$ cat config.mk
export PLATFORM = sky130hd
export DESIGN_NAME = bcd_display_sched
export DESIGN_NICKNAME = d
export VERILOG_FILES = /design/src/rtl/calc_pkg.sv /design/src/rtl/bcd_seg_decode.sv /design/src/rtl/bcd_display_sched.sv
export SDC_FILE = /design/constraint.sdc
export NUM_CORES = 1
export LEC_CHECK = 0
export ABC_AREA = 1
export CAP_MARGIN = 20
export CORE_ASPECT_RATIO = 0.75
export CORE_UTILIZATION = 55
export CTS_CLUSTER_DIAMETER = 120
export CTS_CLUSTER_SIZE = 12
export DETAILED_ROUTE_END_ITERATION = 10
export PLACE_DENSITY = 0.86
export SETUP_SLACK_MARGIN = 0.15
export SYNTH_ARGS = -nofsm -noshare
export SYNTH_HDL_FRONTEND = slang
export SYNTH_HIERARCHICAL = 1
export SYNTH_SLANG_ARGS = --single-unit
export TNS_END_PERCENT = 50
$ cat constraint.sdc
create_clock -name clk -period 8.15 [get_ports clk]
set_input_delay 1.63 -clock clk [delete_from_list [all_inputs] [get_ports clk]]
set_output_delay 1.63 -clock clk [all_outputs]
set_load 0.02 [all_outputs]
$ cat src/rtl/calc_pkg.sv
// calc_pkg: shared definitions for the calculator display path.
//   state_t   - converter FSM states
//   NDIG      - number of displayed decimal digits
//   DATA_W    - width of the two's-complement input value
//   BCD_W     - width of the double-dabble shift register (one spare digit)
//   SEG_*     - active-low 7-segment patterns {dp,g,f,e,d,c,b,a}
//   digit_seg - hex digit to active-low segment pattern
package calc_pkg;

    localparam int NDIG   = 6;
    localparam int DATA_W = 24;
    localparam int BCD_W  = 4 * (NDIG + 1);

    typedef enum logic [1:0] {
        ST_IDLE  = 2'd0,
        ST_LOAD  = 2'd1,
        ST_SHIFT = 2'd2,
        ST_DONE  = 2'd3
    } state_t;

    localparam logic [7:0] SEG_BLANK = 8'hFF;
    localparam logic [7:0] SEG_MINUS = 8'hBF;
    localparam logic [7:0] SEG_E     = 8'h86;

    function automatic logic [7:0] digit_seg(input logic [3:0] d);
        logic [7:0] s;
        case (d)
            4'h0: s = 8'hC0;
            4'h1: s = 8'hF9;
            4'h2: s = 8'hA4;
            4'h3: s = 8'hB0;
            4'h4: s = 8'h99;
            4'h5: s = 8'h92;
            4'h6: s = 8'h82;
            4'h7: s = 8'hF8;
            4'h8: s = 8'h80;
            4'h9: s = 8'h90;
            4'hA: s = 8'h88;
            4'hB: s = 8'h83;
            4'hC: s = 8'hC6;
            4'hD: s = 8'hA1;
            4'hE: s = 8'h86;
            default: s = 8'h8E;
        endcase
        return s;
    endfunction

endpackage

$ cat src/rtl/bcd_seg_decode.sv
// bcd_seg_decode: combinational segment selector for one display digit.
//   digit - BCD digit value
//   blank - show nothing
//   minus - show '-'
//   err   - show 'E'
//   seg   - active-low segments {dp,g,f,e,d,c,b,a}, dp always off
// Priority: err > minus > blank > digit. Minus beats blank so that leading
// zero blanking can never hide the sign.
module bcd_seg_decode
    import calc_pkg::*;
(
    input  logic [3:0] digit,
    input  logic       blank,
    input  logic       minus,
    input  logic       err,
    output logic [7:0] seg
);

    always_comb begin
        seg = digit_seg(digit);
        if (err) begin
            seg = SEG_E;
        end else if (minus) begin
            seg = SEG_MINUS;
        end else if (blank) begin
            seg = SEG_BLANK;
        end
    end

endmodule

$ cat src/rtl/bcd_display_sched.sv
// bcd_display_sched: round-robin shared binary-to-BCD converter plus a
// six-digit multiplexed 7-segment scanner.
//   clk, rst    - clock, asynchronous active-high reset
//   req[1:0]    - conversion requests; a requester holds req until its gnt
//   val0, val1  - 24-bit two's-complement values, valid while matching req
//   gnt[1:0]    - one-cycle one-hot grant; the value is latched at that edge
//   busy        - conversion in progress (LOAD..DONE)
//   done        - one-cycle pulse when bcd/neg/ovf take new values
//   bcd, neg, ovf - last conversion: six BCD digits, sign, magnitude > 999999
//   an, seg     - active-low digit enables and segments, registered
// Handshake: a request is only arbitrated while the FSM is IDLE; the winner
// sees gnt for exactly one cycle and may drop req from then on, the loser
// (and any request raised while busy) simply stays pending.
// Build option: LEADING_ZERO_BLANK_EN blanks digits above the most
// significant nonzero digit (digit 0 is never blanked).
module bcd_display_sched
    import calc_pkg::*;
#(
    parameter int SCAN_DIV = 50000
) (
    input  logic              clk,
    input  logic              rst,
    input  logic [1:0]        req,
    input  logic [DATA_W-1:0] val0,
    input  logic [DATA_W-1:0] val1,
    output logic [1:0]        gnt,
    output logic              busy,
    output logic              done,
    output logic [DATA_W-1:0] bcd,
    output logic              neg,
    output logic              ovf,
    output logic [NDIG-1:0]   an,
    output logic [7:0]        seg
);

    localparam logic [4:0] SHIFT_LAST = 5'(DATA_W - 1);
    localparam int         DIV_W      = (SCAN_DIV > 1) ? $clog2(SCAN_DIV) : 1;

    state_t            state;
    logic              ptr;
    logic              win;
    logic [DATA_W-1:0] val_q;
    logic [DATA_W-1:0] mag;
    logic              sign_q;
    logic [BCD_W-1:0]  sr;
    logic [BCD_W-1:0]  sr_adj;
    logic [BCD_W-1:0]  sr_next;
    logic [4:0]        cnt;

    // Both requesting: pointer side wins. Otherwise the lone requester wins.
    assign win = (req == 2'b11) ? ptr : req[1];

    // One double-dabble step: +3 on every digit >= 5, then shift in mag MSB.
    always_comb begin
        sr_adj = sr;
        for (int i = 0; i < NDIG + 1; i++) begin
            if (sr[4*i +: 4] >= 4'd5) begin
                sr_adj[4*i +: 4] = sr[4*i +: 4] + 4'd3;
            end
        end
        sr_next = {sr_adj[BCD_W-2:0], mag[DATA_W-1]};
    end

    always_ff @(posedge clk or posedge rst) begin
        if (rst) begin
            state  <= ST_IDLE;
            ptr    <= 1'b0;
            gnt    <= 2'b00;
            busy   <= 1'b0;
            done   <= 1'b0;
            bcd    <= '0;
            neg    <= 1'b0;
            ovf    <= 1'b0;
            val_q  <= '0;
            mag    <= '0;
            sign_q <= 1'b0;
            sr     <= '0;
            cnt    <= '0;
        end else begin
            gnt  <= 2'b00;
            done <= 1'b0;
            case (state)
                ST_IDLE: begin
                    if (|req) begin
                        gnt   <= win ? 2'b10 : 2'b01;
                        val_q <= win ? val1 : val0;
                        ptr   <= ~win;
                        busy  <= 1'b1;
                        state <= ST_LOAD;
                    end
                end
                ST_LOAD: begin
                    // Negation of 0x800000 wraps to itself, i.e. 8388608.
                    sign_q <= val_q[DATA_W-1];
                    mag    <= val_q[DATA_W-1] ? -val_q : val_q;
                    sr     <= '0;
                    cnt    <= '0;
                    state  <= ST_SHIFT;
                end
                ST_SHIFT: begin
                    sr  <= sr_next;
                    mag <= {mag[DATA_W-2:0], 1'b0};
                    cnt <= cnt + 5'd1;
                    if (cnt == SHIFT_LAST) begin
                        // Results are published from the final step so that
                        // they are visible together with done in DONE.
                        bcd   <= sr_next[DATA_W-1:0];
                        ovf   <= |sr_next[BCD_W-1:DATA_W];
                        neg   <= sign_q;
                        done  <= 1'b1;
                        state <= ST_DONE;
                    end
                end
                ST_DONE: begin
                    busy  <= 1'b0;
                    state <= ST_IDLE;
                end
                default: state <= ST_IDLE;
            endcase
        end
    end

    // Display scanner.
    logic [DIV_W-1:0] div_cnt;
    logic [2:0]       idx;
    logic [3:0]       cur_digit;
    logic             sel_blank;
    logic             sel_minus;
    logic             sel_err;
    logic             lead_zero;
    logic [7:0]       seg_next;

    always_ff @(posedge clk or posedge rst) begin
        if (rst) begin
            div_cnt <= '0;
            idx     <= 3'd0;
        end else if (div_cnt == DIV_W'(SCAN_DIV - 1)) begin
            div_cnt <= '0;
            idx     <= (idx == 3'(NDIG - 1)) ? 3'd0 : idx + 3'd1;
        end else begin
            div_cnt <= div_cnt + 1'b1;
        end
    end

    always_comb begin
        cur_digit = bcd[{idx, 2'b00} +: 4];
        lead_zero = 1'b0;
`ifdef LEADING_ZERO_BLANK_EN
        // Blank when this digit and every digit above it are zero.
        lead_zero = (idx != 3'd0) && ((bcd >> {idx, 2'b00}) == '0);
`endif
        sel_err   = ovf && (idx == 3'd0);
        sel_minus = !ovf && neg && (idx == 3'(NDIG - 1));
        sel_blank = (ovf && (idx != 3'd0)) || lead_zero;
    end

    bcd_seg_decode u_dec (
        .digit (cur_digit),
        .blank (sel_blank),
        .minus (sel_minus),
        .err   (sel_err),
        .seg   (seg_next)
    );

    always_ff @(posedge clk or posedge rst) begin
        if (rst) begin
            an  <= 6'b111110;
            seg <= 8'hC0;
        end else begin
            an  <= ~(6'b000001 << idx);
            seg <= seg_next;
        end
    end

endmodule
==> impl_metrics.ini <==
[sta]
worst_pin_slew_ps = 880
post-route-min-period_ps = 3180
finalSetupViolations = 0
timing.slew.headroom_pct = 41.3
fin_crit_sh_pct = 39.1
rsz0062_at_grt = false
fmax_ghz = 0.314
final.setup.tns_ps = 0
finalHoldViolCount = 0
slew_viol_final = 0
fin_skew_ps = 12.7

[yosys]
synth_area_um2 = 8010
yosys-top-cells-count = 181 x nand2_1, 141 x dfrtp_1, 138 x inv_1, 86 x nor2_1, 81 x o21ai_0
synth_cell_types = 47
avgSynthCellArea_um2 = 8.14
synth_seq_cells = 148
post-synth-top-count-cell = nand2_1
dominantRegCellSynth = dfrtp_1
synthArstFlopShare_pct = 100
synth_area_leaders = dfrtp_1 44%, nand2_1 8.5%, inv_1 6.5%
yosysSeqAreaShare_pct = 46.3
synth_enable_flop_cells = 0
yosysWarnings = 6
synthesis.nets = 1066
postSynthCellCount = 985
synth_top_cell_by_area = dfrtp_1
synth_top_area_share_pct = 44.0

[flow_run]
maxCapViolCount = 0

[finish]
num_antenna_cells = 0
design_area_um2 = 9730
drive_gt1_share_pct = 8.22
syn2layout_area_growth_pct = 21.5
fin_nets = 1151

[die]
die_h_um = 107
die-area_um2 = 15100
core_area_um2 = 14000
io_pins = 96
start_util_pct = 57.3
fp-row-count = 37
die_w_um = 141

[global_route]
gr-usage-met1_pct = 36.4
grt_pass1_vias = 6605
met2_usage_pct = 42.3
overflow = 0
grtUsageMet3_pct = 5.41
antenna_found_initial = 0
grt_busiest_layer = met2
grt_start_max_net_pins = 81
grt_pass1_wl_um = 31400
grt.total_usage_pct = 26.4

[place]
place_hpwl_um = 12900
io_buffers = 95
gp_congestion = 0.904
placed_area_um2 = 9040

[route]
drc = 0
first_pass_iters = 5
avgViaCountPerCell = 5.50
wl_per_cell_um = 14.8
vias = 7029
drt_first_iter_violations = 557
finalWirelength_um = 18900
antenna_left = 0

[power]
ir_drop_uv = 206
intPower_mw = 2.06
p_per_area_nw_per_um2 = 348
p_seq_share_pct = 33.3
p_sw_share_pct = 39.4
pwr-share-clk_pct = 26.1
switching_power_mw = 1.34
power_frac_comb_pct = 40.5
p_leak_nw = 4.48

[cts]
hold_buffers = 0
clk_latency_ps = 430
cts_tree = built
post_cts_buffers = 0
ctsResizeCount = 0
numCtsBuffers = 17
clockBufferDepth = 2
htree_levels = 4
ctsRootBufferMaster = clkbuf_16
clk_pin_slew_ps = 60
clkSinkCount = 148

[critical_path]
crit_required_ps = 6520
critPathKind = reg2out
crit_path_max_incr_delay_ps = 650
critical-path-top-delay-family = buffers and inverters
critPathBufInv = 1
worst_setup_path_start_kind = flip-flop
crit_path_top_delay_cell = clkdlybuf4s50_1
crit_arrival_ps = 1550
crit_path_cell_trace = clkdlybuf4s50_1
crit_path_max_fanout = 3
end_kind = output port

[run_status]
status = finished, final reports clean

[worst_hold_path]
hp-class = reg2reg
[worst register-to-register path: stages (launching register included)]
cell and delay, ps:
dfrtp_1 400, inv_1 90, ha_2 310, buf_4 540, nand2_1 680, buf_4 420
o22ai_1 150, o21bai_1 130
[kinds of logic after synthesis]
kind of cell | share of synthesized area, %
XOR/XNOR | 2.08
AND/OR/NAND/NOR | 20.3
AO/OA/AOI/OAI | 16.8
flip-flops | 46.3
adder cells (fa/ha/maj) | 4.53
buffers and inverters | 9.98
other | 0.0468
[cell usage in the layout, fill, tap and decap left out, types with 17 or more instances in the layout]
master and n:
nand2_1 181, dfrtp_1 141, inv_1 137, clkdlybuf4s50_1 95, nor2_1 86, o21ai_0 81, nand3_1 70, o22ai_1 58
ha_1 28, a21oi_1 27, xor2_1 19, clkbuf_16 17
[final cells by class]
cell class	instances	area [um^2]
clock buffer	20	437
multi-input combinational	651	3500
timing repair buffer	104	1040
clock inverter	12	229
sequential	148	3710
fill	1084	4250
tap	195	244
inverter	148	568
[final timing paths]
path | cells after the start | to | startpoint | slack (ps)
setup / recovery | 1 | ovf | ovf | 4970
hold / removal | 1 | div_cnt[0] | div_cnt[0] | 490
setup reg to reg | 7 | mag[9] | state[0] | 5370
hold reg to reg | 1 | div_cnt[0] | div_cnt[0] | 490
max in group asynchronous | 4 | seg[7] | rst | 5410
min in group asynchronous | 2 | done | rst | 1680
[state kept, by name (all words and copies together) (netlist names)]
name	flops
an	6
bcd	24
busy	1
cnt	5
div_cnt	16
done	1
gnt	2
idx	3
mag	24
neg	1
ovf	1
ptr	1
seg	8
sign_q	1
sr	28
state	2
val_q	24
[metal layers]
layer / routed length [um] / vias to the layer above / share of wire (%)
met4: 260 / 0 / 1.4
met1: 8460 / 3333 / 45
met3: 1300 / 30 / 6.9
met5: 0 / - / 0
li1: - / 3406 / -
met2: 8830 / 260 / 47
[power by group through the flow]
stage	Sequential, mW	Combinational [mW]	Clock [mW]
6_report	1.13	1.37	0.886
5_1_grt	1.15	1.53	0.923
4_1_cts	1.12	1.37	0.889
3_5_place_dp	1.13	1.35	0
3_3_place_gp	1.13	1.31	0
2_1_floorplan	1.17	0.915	0
[metrics by stage]
step                      cells  setup WS, ps  util [%]  power, mW  hold slack (ps)
final                      1278          4970      69.6       3.39              490
after global routing       1278          4930      69.6       3.61              521
after CTS                  1277          4960      69.4       3.38              475
after detailed placement   1245          4510      64.7       2.49              461
after global placement     1245          4540      64.7       2.44              452
after floorplan             985          2550         -       2.09              433
Power figures use the tool's default switching activity.
